### src/rtl/regfile_write_arbiter.sv
// Register-file write arbiter: one buffered writeback slot each for the ALU
// and the mult/div unit, committed one per cycle into a single regfile write
// port. The older slot wins; equal-age slots alternate via a round-robin
// pointer.
module regfile_write_arbiter (
  input  logic        clock,
  input  logic        ctrl_reset,
  input  logic        alu_valid,
  input  logic [4:0]  alu_reg,
  input  logic [31:0] alu_data,
  output logic        alu_ready,
  input  logic        md_valid,
  input  logic [4:0]  md_reg,
  input  logic [31:0] md_data,
  output logic        md_ready,
  output logic        rf_we,
  output logic [4:0]  rf_reg,
  output logic [31:0] rf_data,
  output logic [31:0] busy_mask,
  output logic [15:0] commit_count
);

  // Relative age of the two slots; meaningful only while both are occupied
  localparam logic [1:0] AGE_TIE       = 2'd0;
  localparam logic [1:0] AGE_ALU_OLDER = 2'd1;
  localparam logic [1:0] AGE_MD_OLDER  = 2'd2;

  logic        alu_occ, md_occ;
  logic [4:0]  alu_reg_q, md_reg_q;
  logic [31:0] alu_data_q, md_data_q;
  logic [1:0]  age_q, age_d;
  logic        rr_q;
  logic [15:0] count_q;

  logic grant_alu, grant_md, tie_grant;
  logic alu_load, md_load, alu_keep, md_keep;

  // Pick the slot to commit this cycle: sole occupant, else older, else rr
  always_comb begin
    grant_alu = 1'b0;
    grant_md  = 1'b0;
    tie_grant = 1'b0;
    if (alu_occ && md_occ) begin
      if (age_q == AGE_ALU_OLDER) begin
        grant_alu = 1'b1;
      end else if (age_q == AGE_MD_OLDER) begin
        grant_md = 1'b1;
      end else begin
        tie_grant = 1'b1;
        if (rr_q) grant_md = 1'b1;
        else      grant_alu = 1'b1;
      end
    end else if (alu_occ) begin
      grant_alu = 1'b1;
    end else if (md_occ) begin
      grant_md = 1'b1;
    end
  end

  assign alu_ready = !alu_occ || grant_alu;
  assign md_ready  = !md_occ  || grant_md;

  // Writes to register 0 are accepted but never occupy a slot
  assign alu_load = alu_valid && alu_ready && (alu_reg != 5'd0);
  assign md_load  = md_valid  && md_ready  && (md_reg  != 5'd0);
  assign alu_keep = alu_occ && !grant_alu;
  assign md_keep  = md_occ  && !grant_md;

  // Next age relation: a slot that loads while the other holds is younger
  always_comb begin
    age_d = AGE_TIE;
    if (alu_load && md_load)       age_d = AGE_TIE;
    else if (alu_load && md_keep)  age_d = AGE_MD_OLDER;
    else if (md_load && alu_keep)  age_d = AGE_ALU_OLDER;
    else if (alu_keep && md_keep)  age_d = age_q;
  end

  // Write-port drive straight from the granted slot registers
  always_comb begin
    rf_we   = grant_alu || grant_md;
    rf_reg  = '0;
    rf_data = '0;
    if (grant_alu) begin
      rf_reg  = alu_reg_q;
      rf_data = alu_data_q;
    end else if (grant_md) begin
      rf_reg  = md_reg_q;
      rf_data = md_data_q;
    end
  end

  // Pending-destination mask from registered slot state only
  always_comb begin
    busy_mask = '0;
    if (alu_occ) busy_mask[alu_reg_q] = 1'b1;
    if (md_occ)  busy_mask[md_reg_q]  = 1'b1;
    busy_mask[0] = 1'b0;
  end

  assign commit_count = count_q;

  // Slot, age, round-robin and commit-counter state
  always_ff @(posedge clock or posedge ctrl_reset) begin
    if (ctrl_reset) begin
      alu_occ    <= 1'b0;
      md_occ     <= 1'b0;
      alu_reg_q  <= '0;
      md_reg_q   <= '0;
      alu_data_q <= '0;
      md_data_q  <= '0;
      age_q      <= AGE_TIE;
      rr_q       <= 1'b0;
      count_q    <= '0;
    end else begin
      alu_occ <= alu_load || alu_keep;
      md_occ  <= md_load  || md_keep;
      if (alu_load) begin
        alu_reg_q  <= alu_reg;
        alu_data_q <= alu_data;
      end
      if (md_load) begin
        md_reg_q  <= md_reg;
        md_data_q <= md_data;
      end
      age_q <= age_d;
      if (tie_grant) rr_q <= !rr_q;
      if (rf_we) count_q <= count_q + 16'd1;
    end
  end

endmodule

### config.mk
export PLATFORM = sky130hd
export DESIGN_NAME = regfile_write_arbiter
export DESIGN_NICKNAME = d
export VERILOG_FILES = /design/src/rtl/regfile_write_arbiter.sv
export SDC_FILE = /design/constraint.sdc
export NUM_CORES = 1
export LEC_CHECK = 0
export ABC_AREA = 1
export CELL_PAD_IN_SITES_DETAIL_PLACEMENT = 0
export CELL_PAD_IN_SITES_GLOBAL_PLACEMENT = 1
export CORE_MARGIN = 10
export CORE_UTILIZATION = 33
export DETAILED_ROUTE_END_ITERATION = 6
export PLACE_DENSITY_LB_ADDON = 0.1
export RECOVER_POWER = 100
export SLEW_MARGIN = 10
export SYNTH_ARGS = -nofsm -noshare
export SYNTH_HDL_FRONTEND = slang
export SYNTH_SLANG_ARGS = --single-unit
### constraint.sdc
create_clock -name clock -period 3.55 [get_ports clock]
set_clock_uncertainty 0.2 [all_clocks]
set_input_delay 0.71 -clock clock [delete_from_list [all_inputs] [get_ports clock]]
set_output_delay 0.71 -clock clock [all_outputs]
set_load 0.01 [all_outputs]
== After elaboration in Yosys (flattened, before gate mapping) ==
Cells that the tools add are included.

* Add/sub/neg operators: 1
* $lt $le $gt $ge: 4
* Equal/unequal tests: 3
* Mux-type cells: 28
* Bitwise gates (word level): 1
* Reduce and logical (&&, ||, !) cells: 25

{| class="wikitable"
|+ Operators by type and width
! cell !! number
|-
| $mux W32 || 4
|-
| $or A32 B32 Y32 || 1
|-
| $add A16 B1 Y16 const B || 1
|-
| $mux W1 || 16
|-
| $logic_and A1 B1 Y1 || 13
|-
| $lt A5 B6 Y1 const B || 2
|-
| $demux W1 S5 || 2
|-
| $ge A5 B1 Y1 const B || 2
|-
| $mux W5 || 2
|-
| $reduce_bool A5 Y1 || 2
|-
| $mux W2 || 4
|-
| $logic_not A1 Y1 || 5
|-
| $logic_or A1 B1 Y1 || 5
|-
| $ne A4 B4 Y1 const B || 1
|-
| $eq A2 B1 Y1 const B || 1
|-
| $eq A2 B2 Y1 const B || 1
|}

* Register bits: 95
* Logic and storage cells: 71

== Depth between registers and ports, before layout ==
* Word-level depth: 11
* Mapped depth: 10
* Depth with buffers taken out: 8

== Worst setup path after synthesis ==
OpenSTA, ideal clock, no wires.

* Kind: register to output
* Start point: register age_q[0]
* End point: output port rf_data[10]
* Data arrival time: 1,379 ps
* Slack: 1,261 ps
* Stages on the path, launching flop included: 9
* Cells stage by stage: dfrtp_1 inv_1 ha_1 nor2_1 nor2_4 a21oi_4 buf_2 nand2_1 nand2_1

* Longest elaborated chain between the ends: 6
* Elaborated cells between the ends (all ways): 10
* Classes of those cells: 2 x eq/ne; 8 x mux

{| class="wikitable"
|+ Ends and longest elaborated chain
! element !! RTL line !! source
|-
| start, declared || 31 || <nowiki>logic [1:0] age_q, age_d;</nowiki>
|-
| start signal, assigned || 125 || <nowiki>age_q <= age_d;</nowiki>
|-
| $eq A2 B2 Y1 || 46 || <nowiki>end else if (age_q == AGE_MD_OLDER) begin</nowiki>
|-
| $mux W1 || 46 ||
|-
| $mux W1 || 44 || <nowiki>if (age_q == AGE_ALU_OLDER) begin</nowiki>
|-
| $mux W1 || 43 || <nowiki>if (alu_occ && md_occ) begin</nowiki>
|-
| $mux W32 || 86 || <nowiki>end else if (grant_md) begin</nowiki>
|-
| $mux W32 * || 83 || <nowiki>if (grant_alu) begin</nowiki>
|-
| end, declared || 18 || <nowiki>output logic [31:0] rf_data,</nowiki>
|}

Mark *: on every way between the ends. The rest lies on a longest branch, timed or not.

== Worst setup path in the final report ==
* Start point: register age_q[0]
* End point: output port rf_data[4]

The elaborated chain is that of the path after synthesis.

==> flow_summary.yaml <==
status:
  outcome: "complete, but fails checks"
  violations: "capacitance limit, slew limit"
clock_tree:
  cts_buffers: 9
  ctsResizeCount: 0
  h-tree-depth: 3
  clock_sinks: 95
  clk_latency_ns: 0.34
  clk_pin_slew_ns: 0.06
  post_cts_buffers: 0
  cts_buffer_depth: 2
  cts_tree: "built"
  clock-root-buffer: "clkbuf_16"
  cts_hold_buf: 0
pwr:
  p_int_mw: 2.87
  ir_worst_vdd_uv: 246
  combinationalPowerShare_pct: 44.2
  p_clk_share_pct: 20.8
  leakage_nw: 3.59
  switchingPower_mw: 1.90
  switching_share_pct: 39.9
  power_frac_seq_pct: 34.9
  power_density_nw_per_um2: 671
global_routing:
  grt_pass1_vias: 4970
  grtUsageMet2_pct: 25.1
  grt_use_total_pct: 15.4
  busiest_layer: "met2"
  grt_pass1_wl_um: 27000
  met1_usage_pct: 19.0
  grt_overflow: 0
  grt_max_degree: 45
  grt_antenna_before_repair: 1
  globalRouteMet3Util_pct: 4.97
logic_synthesis:
  synthesis.nets: 751
  netlist_area_um2: 5230
  ys.flop_type: "dfrtp_1"
  yosysWarnings: 0
  ys_ff_latch: 95
  yosys.area.top_type_share_pct: 45.5
  ys_types: 33
  yosysTopAreaCell: "dfrtp_1"
  postSynthAreaPerCell_um2: 7.81
  synth_edf_count: 0
  synthTopCellsByArea: "dfrtp_1, nand2_1, nand4_1, inv_1, o21ai_2"
  synthArstFlopShare_pct: 100
  seq_area_frac_synth_pct: 45.5
  netlist_instances: 670
critical_path:
  r2r-end: "md_data_q[24]$_DFFE_PP0P_"
  r2r_slack_ns: 0.63
  required_ns: 2.64
  path_max_fanout: 22
  reg2reg_from: "age_q[0]$_DFFE_PP0P_"
  ff2ff_path_depth: 7
  start_kind: "flip-flop"
  crit_path_end_kind: "output port"
  arrival_ns: 2.41
  criticalPathCategory: "flip-flop to output port"
final_layout:
  layout-drive-gt1-share_pct: 5.45
  layout_common_cells: "nand2_1, clkdlybuf4s50_1, dfrtp_1"
  fin_util_pct: 46.3
  fillers: 1589
  area_delta_synth_final_pct: 36.2
  fin_nets: 902
  layout_commonest_cell: "nand2_1"
  final_cell_area_um2: 7120
  stdcell_count: 1038
timing:
  period_minus_slack_ns: 3.32
  slew_viol_final: 82
  hold_viol_final: 0
  setup_violations: 0
  fmax_mhz: 301
  tightestPinTransition_ns: 1.74
  finalCritPeriodShare_pct: 93.6
  relSlewSlack_pct: -16.0
  rsz0062_at_grt: "false"
  finalSetupTns_ns: 0
placed_design:
  numPortBuffers: 164
  dp_hpwl_um: 12500
  placed_cell_area_um2: 6980
  gp_congestion: 0.848
  placedCellCount: 1021
die:
  rows: 45
  fp.dieW_um: 146
  fp.dieArea_um2: 21300
  io_pins: 166
  initial_core_util_pct: 34.0
  core_um2: 15400
  fp.dieH_um: 146
min_path:
  hp-start: "alu_data_q[31]$_DFFE_PP0N_"
  hp-class: "flip-flop to flip-flop"
  min_path_cells: 2
  worstHoldEndpoint: "alu_data_q[31]$_DFFE_PP0N_"
drt:
  viasPerCell: 4.72
  drt_iter0_drc: 263
  routedWlPerCell_um: 15.9
  drt_first_pass_iters: 5
  route.detailed.drc: 0
  vias: 4901
  routed_wl_um: 16500
  ant_nets: 0
run:
  cap_violations: 2
-- worst max path at each step --
stage / startpoint / endpoint / depth (start not counted)
final: age_q[0]$_DFFE_PP0P_ / rf_data[4] / 9
after global routing: age_q[0]$_DFFE_PP0P_ / rf_data[4] / 9
after CTS: age_q[0]$_DFFE_PP0P_ / rf_data[31] / 9
after detailed placement: age_q[0]$_DFFE_PP0P_ / rf_data[31] / 9
after global placement: age_q[0]$_DFFE_PP0P_ / rf_data[7] / 9
after floorplan: ctrl_reset / age_q[0]$_DFFE_PP0P_ / 1
-- Yosys cell counts (3+ instances only) --
master    instances
ha_1              3
o21ai_0          28
nand2_2          12
nand3_1          25
buf_6             7
xor2_1            5
xnor2_1           5
dfrtp_1          95
buf_2            16
buf_4             5
clkbuf_1          3
inv_1            73
o22ai_1           9
nand4_1          47
nand2_1         266
nor3_1            7
nor2_1           13
o21ai_2          30
-- metrics by stage --
step / power, mW / setup WS [ns] / hold slack, ns
2_1_floorplan: 2.95 / 0.163 / 0.242
3_3_place_gp: 4.00 / 0.606 / 0.256
3_5_place_dp: 4.02 / 0.584 / 0.260
4_1_cts: 5.04 / 0.207 / 0.276
5_1_grt: 5.16 / 0.0439 / 0.294
6_report: 4.78 / 0.228 / 0.271
-- sequential cells by signal, summed over array words and instances (netlist names) --
name / count
alu_occ: 1
commit_count: 16
alu_reg_q: 5
rr_q: 1
alu_data_q: 32
md_reg_q: 5
age_q: 2
md_data_q: 32
md_occ: 1
-- final cells by class --
class	instances	area [um^2]	share of cell area, %
Antenna cell	1	2.50	0.0351
Clock buffer	9	225	3.16
Clock inverter	7	77.6	1.09
Inverter	75	283	3.97
Multi-Input combinational cell	465	2170	30.4
Sequential cell	95	2380	33.4
Tap cell	211	264	3.71
Timing Repair Buffer	175	1720	24.2
-- kinds of logic after synthesis --
logic type,after synthesis,synth area share (%)
AO/OA/AOI/OAI,72,9.69
flip-flops,95,45.5
other,1,0.0717
XOR/XNOR,10,1.67
adder cells (fa/ha/maj),3,0.718
buffers and inverters,110,10.4
AND/OR/NAND/NOR,379,32.0
-- per-layer routing --
metal / part of all wire, % / wire length, um / up-vias
met4: 1.5 / 248 / 0
met3: 7.6 / 1250 / 19
met5: 0 / 0 / -
met1: 44 / 7250 / 2269
li1: - / - / 2429
met2: 47 / 7770 / 184
-- power by group through the flow --
stage / Combinational (mW) / Sequential, mW / Clock (mW)
detailed placement: 2.32 / 1.70 / 0
floorplan: 1.34 / 1.61 / 0
CTS: 2.33 / 1.68 / 1.03
global placement: 2.31 / 1.69 / 0
finish: 2.11 / 1.67 / 0.995
global route: 2.37 / 1.72 / 1.07
-- worst max-delay path, cell delays in order, from the launching register on --
cell           delay (ns)
dfrtp_1              0.38
inv_1                0.06
ha_1                 0.18
nor2_1               0.06
nor2_1               0.26
a21oi_4              0.10
clkbuf_4             0.28
nand2_1              0.11
nand2_1              0.05
dlygate4sd3_1        0.60
(Power assumes the default switching activity.)
